`src/rtl/piso_register.sv`:
```
// piso_register: parallel-in serial-out shift register with valid/ready load.
// A word accepted on pin is driven on sout one bit per cycle, starting the
// cycle after the accepting edge, in the order chosen by MSB_FIRST.
// Optional feature macro: PISO_PARITY_EN appends one even-parity bit per frame.
//
// Ports:
//   clk         sole clock, rising edge
//   rst_n       asynchronous active-low reset
//   pin         parallel word, sampled only on an accepted load
//   load_valid  requester offers pin
//   load_ready  block can accept a word this cycle (registered)
//   sout        serial data bit (registered)
//   sout_valid  sout carries a frame bit (registered)
//   done        one-cycle pulse on the final frame bit (registered)
module piso_register #(
  parameter int unsigned WIDTH     = 4,
  parameter int unsigned MSB_FIRST = 1
) (
  input  logic             clk,
  input  logic             rst_n,
  input  logic [WIDTH-1:0] pin,
  input  logic             load_valid,
  output logic             load_ready,
  output logic             sout,
  output logic             sout_valid,
  output logic             done
);

  localparam int unsigned CW = $clog2(WIDTH + 1);
  localparam logic [CW-1:0] LAST = CW'(WIDTH - 1);

  localparam logic [1:0] IDLE   = 2'd0;
  localparam logic [1:0] SHIFT  = 2'd1;
`ifdef PISO_PARITY_EN
  localparam logic [1:0] PARITY = 2'd2;
`endif

  logic [1:0]       state_q, state_d;
  logic [WIDTH-1:0] shreg_q, shreg_d;
  logic [CW-1:0]    cnt_q, cnt_d;
  logic             sout_d, valid_d, done_d, ready_d;
  logic             accept;
`ifdef PISO_PARITY_EN
  logic             parity_q, parity_d;
`endif

  // Bit that leaves the word next, in frame order.
  function automatic logic first_bit(input logic [WIDTH-1:0] w);
    return (MSB_FIRST != 0) ? w[WIDTH-1] : w[0];
  endfunction

  // Word with the outgoing bit removed, remaining bits moved into place.
  function automatic logic [WIDTH-1:0] shift_word(input logic [WIDTH-1:0] w);
    return (MSB_FIRST != 0) ? (w << 1) : (w >> 1);
  endfunction

  assign accept = load_valid && load_ready;

  // State and output registers.
  always_ff @(posedge clk or negedge rst_n) begin
    if (!rst_n) begin
      state_q    <= IDLE;
      shreg_q    <= '0;
      cnt_q      <= '0;
      sout       <= 1'b0;
      sout_valid <= 1'b0;
      done       <= 1'b0;
      load_ready <= 1'b1;
`ifdef PISO_PARITY_EN
      parity_q   <= 1'b0;
`endif
    end else begin
      state_q    <= state_d;
      shreg_q    <= shreg_d;
      cnt_q      <= cnt_d;
      sout       <= sout_d;
      sout_valid <= valid_d;
      done       <= done_d;
      load_ready <= ready_d;
`ifdef PISO_PARITY_EN
      parity_q   <= parity_d;
`endif
    end
  end

  // Next-state and next-output logic. cnt_q indexes the bit currently on sout.
  always_comb begin
    state_d  = state_q;
    shreg_d  = shreg_q;
    cnt_d    = cnt_q;
    sout_d   = 1'b0;
    valid_d  = 1'b0;
    done_d   = 1'b0;
`ifdef PISO_PARITY_EN
    parity_d = parity_q;
`endif

    case (state_q)
      SHIFT: begin
        if (cnt_q != LAST) begin
          cnt_d   = cnt_q + CW'(1);
          sout_d  = first_bit(shreg_q);
          shreg_d = shift_word(shreg_q);
          valid_d = 1'b1;
`ifndef PISO_PARITY_EN
          done_d  = (cnt_d == LAST);
`endif
        end else begin
`ifdef PISO_PARITY_EN
          state_d = PARITY;
          sout_d  = parity_q;
          valid_d = 1'b1;
          done_d  = 1'b1;
`else
          state_d = IDLE;
`endif
        end
      end
`ifdef PISO_PARITY_EN
      PARITY: state_d = IDLE;
`endif
      default: state_d = IDLE;
    endcase

    // A load can only be accepted while idle or on the final frame bit,
    // so it overrides whatever the frame would have done next.
    if (accept) begin
      state_d  = SHIFT;
      cnt_d    = '0;
      sout_d   = first_bit(pin);
      shreg_d  = shift_word(pin);
      valid_d  = 1'b1;
      done_d   = 1'b0;
`ifdef PISO_PARITY_EN
      parity_d = ^pin;
`endif
    end

    // Ready next cycle when idle or when that cycle drives the final bit.
    ready_d = done_d || (state_d == IDLE);
  end

endmodule

```
`config.mk`:
```
export PLATFORM = sky130hd
export DESIGN_NAME = piso_register
export DESIGN_NICKNAME = d
export VERILOG_FILES = /design/src/rtl/piso_register.sv
export SDC_FILE = /design/constraint.sdc
export NUM_CORES = 1
export LEC_CHECK = 0
export CORE_MARGIN = 2
export CORE_UTILIZATION = 42
export CTS_CLUSTER_SIZE = 16
export DETAILED_ROUTE_END_ITERATION = 10
export PLACE_DENSITY = 0.67
export SYNTH_ARGS = -nofsm -noshare
export SYNTH_HDL_FRONTEND = slang
export SYNTH_SLANG_ARGS = --single-unit
```
`constraint.sdc`:
```
create_clock -name clk -period 1.5 [get_ports clk]
set_input_delay 0.15 -clock clk [delete_from_list [all_inputs] [get_ports clk]]
set_output_delay 0.15 -clock clk [all_outputs]
set_load 0.005 [all_outputs]
```
# ---- Word level (Yosys, flattened, before mapping)
# Index checks and enable logic that the tools add are counted.
dict set report word_totals {
  ramBits 0
  elab_cells 35
  memories 0
  romBits 0
  latchBits 0
  ff_bits 13
}
dict set report classes {
  div_mod_pow 0
  n_eq_ne 3
  n_reduce_logical 6
  bitwise 0
  muxes 18
  addsub 1
  multipliers 0
  n_lt_le_gt_ge 0
  n_shift 0
}
# op count
set op_table {}
lappend op_table {{$mux W4} 3}
lappend op_table {{$mux W1} 9}
lappend op_table {{$mux W3} 3}
lappend op_table {{$mux W2} 3}
lappend op_table {{$reduce_bool A2 Y1} 2}
lappend op_table {{$add A3 B1 Y3 const B} 1}
lappend op_table {{$eq A3 B2 Y1 const B} 1}
lappend op_table {{$ne A3 B2 Y1 const B} 1}
lappend op_table {{$eq A2 B1 Y1 const B} 1}
lappend op_table {{$logic_not A2 Y1} 1}
lappend op_table {{$reduce_and A2 Y1} 1}
lappend op_table {{$logic_and A1 B1 Y1} 1}
lappend op_table {{$logic_or A1 B1 Y1} 1}

# ---- Depth between registers and ports, before layout
dict set report logic_depth {
  depth_word 6
  mapped_depth 6
}

# ---- Least setup slack after synthesis
# Ideal clock, no wire load.
dict set report synth_timing {
  path_kind {register -> register}
  startpoint {register cnt_q[0]}
  endpoint {register shreg_q[2]}
  t_arrival_ns 1.454
  stages_incl_launch_ff 7
  n_path_buf 1
  slack_ns -0.081
  setup_time_ns 0.127
  period_less_slack_ns 1.581
  cell_sequence {dfrtp_1 -> ha_1 -> ha_1 -> or3b_1 -> buf_6 -> nand3_2 -> o211ai_2}
}
dict set report synth_via {
  elab_chain_cells 3
}
# item line_no
set synth_lines {}
lappend synth_lines {{start, declared} 40} ;# logic [CW-1:0] cnt_q, cnt_d;
lappend synth_lines {{start signal, assigned} 75} ;# cnt_q <= cnt_d;
lappend synth_lines {{$ne A3 B2 Y1} 100} ;# if (cnt_q != LAST) begin
lappend synth_lines {{$reduce_bool A2 Y1 (no source line)} n/a}
lappend synth_lines {{$reduce_and A2 Y1 (no source line)} n/a}
lappend synth_lines {{end signal, assigned} 74} ;# shreg_q <= shreg_d;
lappend synth_lines {{end, declared} 39} ;# logic [WIDTH-1:0] shreg_q, shreg_d;
# Every way passes these cells.
# A chain may end at the register's enable or synchronous reset.

# ---- Worst setup path after layout
# Same ends and word-level chain as after synthesis.

==> qor.txt <==
status: finished, final reports clean
gr usage total: 0.155
final wirelength: 952 microns
io pins: 11
Core Area: 0.00127 sq mm
vias: 414
syn nets: 64
post-synthesis xor/xnor area fraction: 0
drt drc: 0
final setup violation count: 0
Clock transition at path regs: 80 ps
kind of critical path: flip-flop to flip-flop
Hold Buf Count CTS: 0
Slew headroom: 0.644
Die Y: 40.3 microns
largest family of logic cells by synthesized area: simple AND/OR/NAND/NOR gates
measured slew at the worst slew-check pin: 533 ps
RSZ-0062 raised after global routing: true
Compound-Gate Fraction of Synth Area: 0.0928
simple-gate share of the synthesized area: 0.224
PD cells: 1360 mW/mm^2
Syn-to-layout area delta: 33.9%
Remaining Overflow, GRT: 0
commonest non-fill, non-tap cell in the layout: nand2_1
DRT Pass-1 Iters: 3
dpl cells: 80
post-synthesis sequential area ratio: 0.545
Post-Synth Adder-Cell Area: 0.0905
Final GP Congestion: 0.725
Netlist cell types: 21
Clock Tree Buf Depth: 2
post-synthesis mux area share: 0
H-tree depth: 1
Yosys reg bits: 12
setup ws final: 42.5 ps
Worst Path Required: 1660 ps
n_diodes: 0
CP arrival: 1620 ps
worst skew pair latency: 270 ps
Final period util: 0.972
clk root buf: clkbuf_4
Layout Cells excl Fill: 85
Initial Util: 0.436
YS warnings: 0
Syn Area/Cell: 10.4 sq um
post-route ant nets: 0
fin nets: 82
clock buffer count from CTS: 3
Setup crit end kind: flip-flop
number of synthesized flops with an enable pin: 0
Final Hold Vio Count: 0
most frequent cells in the layout: nand2_1 (13), dfrtp_1 (11), clkdlybuf4s50_1 (10)
first-pass GRT wire length: 1.57 mm
chip width: 40.3 microns
Tmin final: 1460 ps
setup_tns: 0 ps
vias in the first global route: 372
fmax: 686 MHz
full die area: 0.00162 sq mm
CP Max Fanout: 6
Async SR Flop Fraction: 1.00
row cnt: 13
Tightest Hold Check Type: primary input to async pin
Setup Slack @ Placement: -46.2 ps
number of port buffers: 10
Main synth FF type: dfrtp_1
Lkg Pwr: 0.340 nW
Clock Sinks: 12
CTS tree: built
CP Launch Type: flip-flop
layout cells sized above 1: 0.229
DR WL/cell: 11.2 microns
netlist area before placement: 553 sq um
DR iter-0 viols: 4
hpwl dp: 700 microns
Max Slew Vio Count: 0
Fin Clk Skew: 10.2 ps
total of max-cap violations: 0
Avg Vias per Cell: 4.87
initial antenna violation count: 0
Mapped Cells: 53
largest net degree at the start of global routing: 13
peak supply drop: 0.649 mV
[timing repair]
| item | CTS | global route |
|---|---|---|
| pin swaps | 0 | 1 |
| setup endpoints to repair | 4 | 4 |
| resized for setup | 1 | 2 |
| buffers inserted | 0 | 1 |
[registers in the layout (all words and copies together) (netlist names)]
register,flops
cnt_q,3
shreg_q,3
state_q,2
done,1
load_ready,1
sout,1
sout_valid,1
[where the power goes]
part,internal (mW),total [mW],switching (mW)
combinational,0.186,0.341,0.155
clock,0.103,0.203,0.100
sequential,0.413,0.460,0.0469
[per-layer routing]
layer | GRT usage | vias up | share of wire | routed length (microns)
met4 | 0.125 | 0 | 0.015 | 14
met1 | 0.194 | 198 | 0.41 | 392
li1 | - | 206 | - | -
met3 | 0.0167 | 2 | 0.036 | 34
met5 | 0 | - | 0 | 0
met2 | 0.242 | 8 | 0.54 | 511
[metrics by stage]
step	total power [mW]	area, sq um	hold WS, ps	util
after floorplan	0.647	558	-146	-
after global placement	0.778	692	474	0.545
after detailed placement	0.783	692	467	0.545
after CTS	0.998	721	239	0.568
after global routing	1.10	741	262	0.584
final	1.00	741	225	0.584
[synth_stat cells (2+ instances only)]
cell type / count / area share
a21oi_1: 4 / 0.036
dfrtp_1: 11 / 0.50
ha_1: 4 / 0.091
nor2_1: 3 / 0.020
nand2_1: 14 / 0.095
inv_1: 2 / 0.014
[worst max-delay path: stages (launching register included)]
cell and delay (ps):
dfrtp_1 390, ha_2 210, ha_4 170, or3b_4 410, nand3_2 90, o211ai_2 80
[final cells by class]
cell class	count	area, sq um
clock buffers	4	26.3
fillers	125	528
inverters	2	7.51
multi-input cells	37	249
flip-flops and latches	12	302
well taps	15	18.8
repair buffers	15	138
[logic make-up after synthesis]
family                     count (synthesis)
DFF                                       12
adders and majority gates                  4
other                                      1
buffers and inverters                      4
AOI/OAI and AO/OA                          8
and+or+nand+nor                           24
[worst paths after layout]
path | cells past startpoint | slack, ps | endpoint | from
worst max-delay path | 5 | 40 | shreg_q[2]$_DFFE_PN0P_ | cnt_q[0]$_DFFE_PN0P_
worst min-delay path | 1 | 220 | shreg_q[3]$_DFFE_PN0P_ | rst_n
worst max register to register | 5 | 40 | shreg_q[2]$_DFFE_PN0P_ | cnt_q[0]$_DFFE_PN0P_
worst min register to register | 1 | 480 | load_ready$_DFF_PN1_ | state_q[0]$_DFF_PN0_
max in group asynchronous | 1 | 900 | load_ready$_DFF_PN1_ | rst_n
min in group clk | 3 | 420 | shreg_q[1]$_DFFE_PN0P_ | pin[0]
No activity file was read; power rests on OpenSTA's default activity.
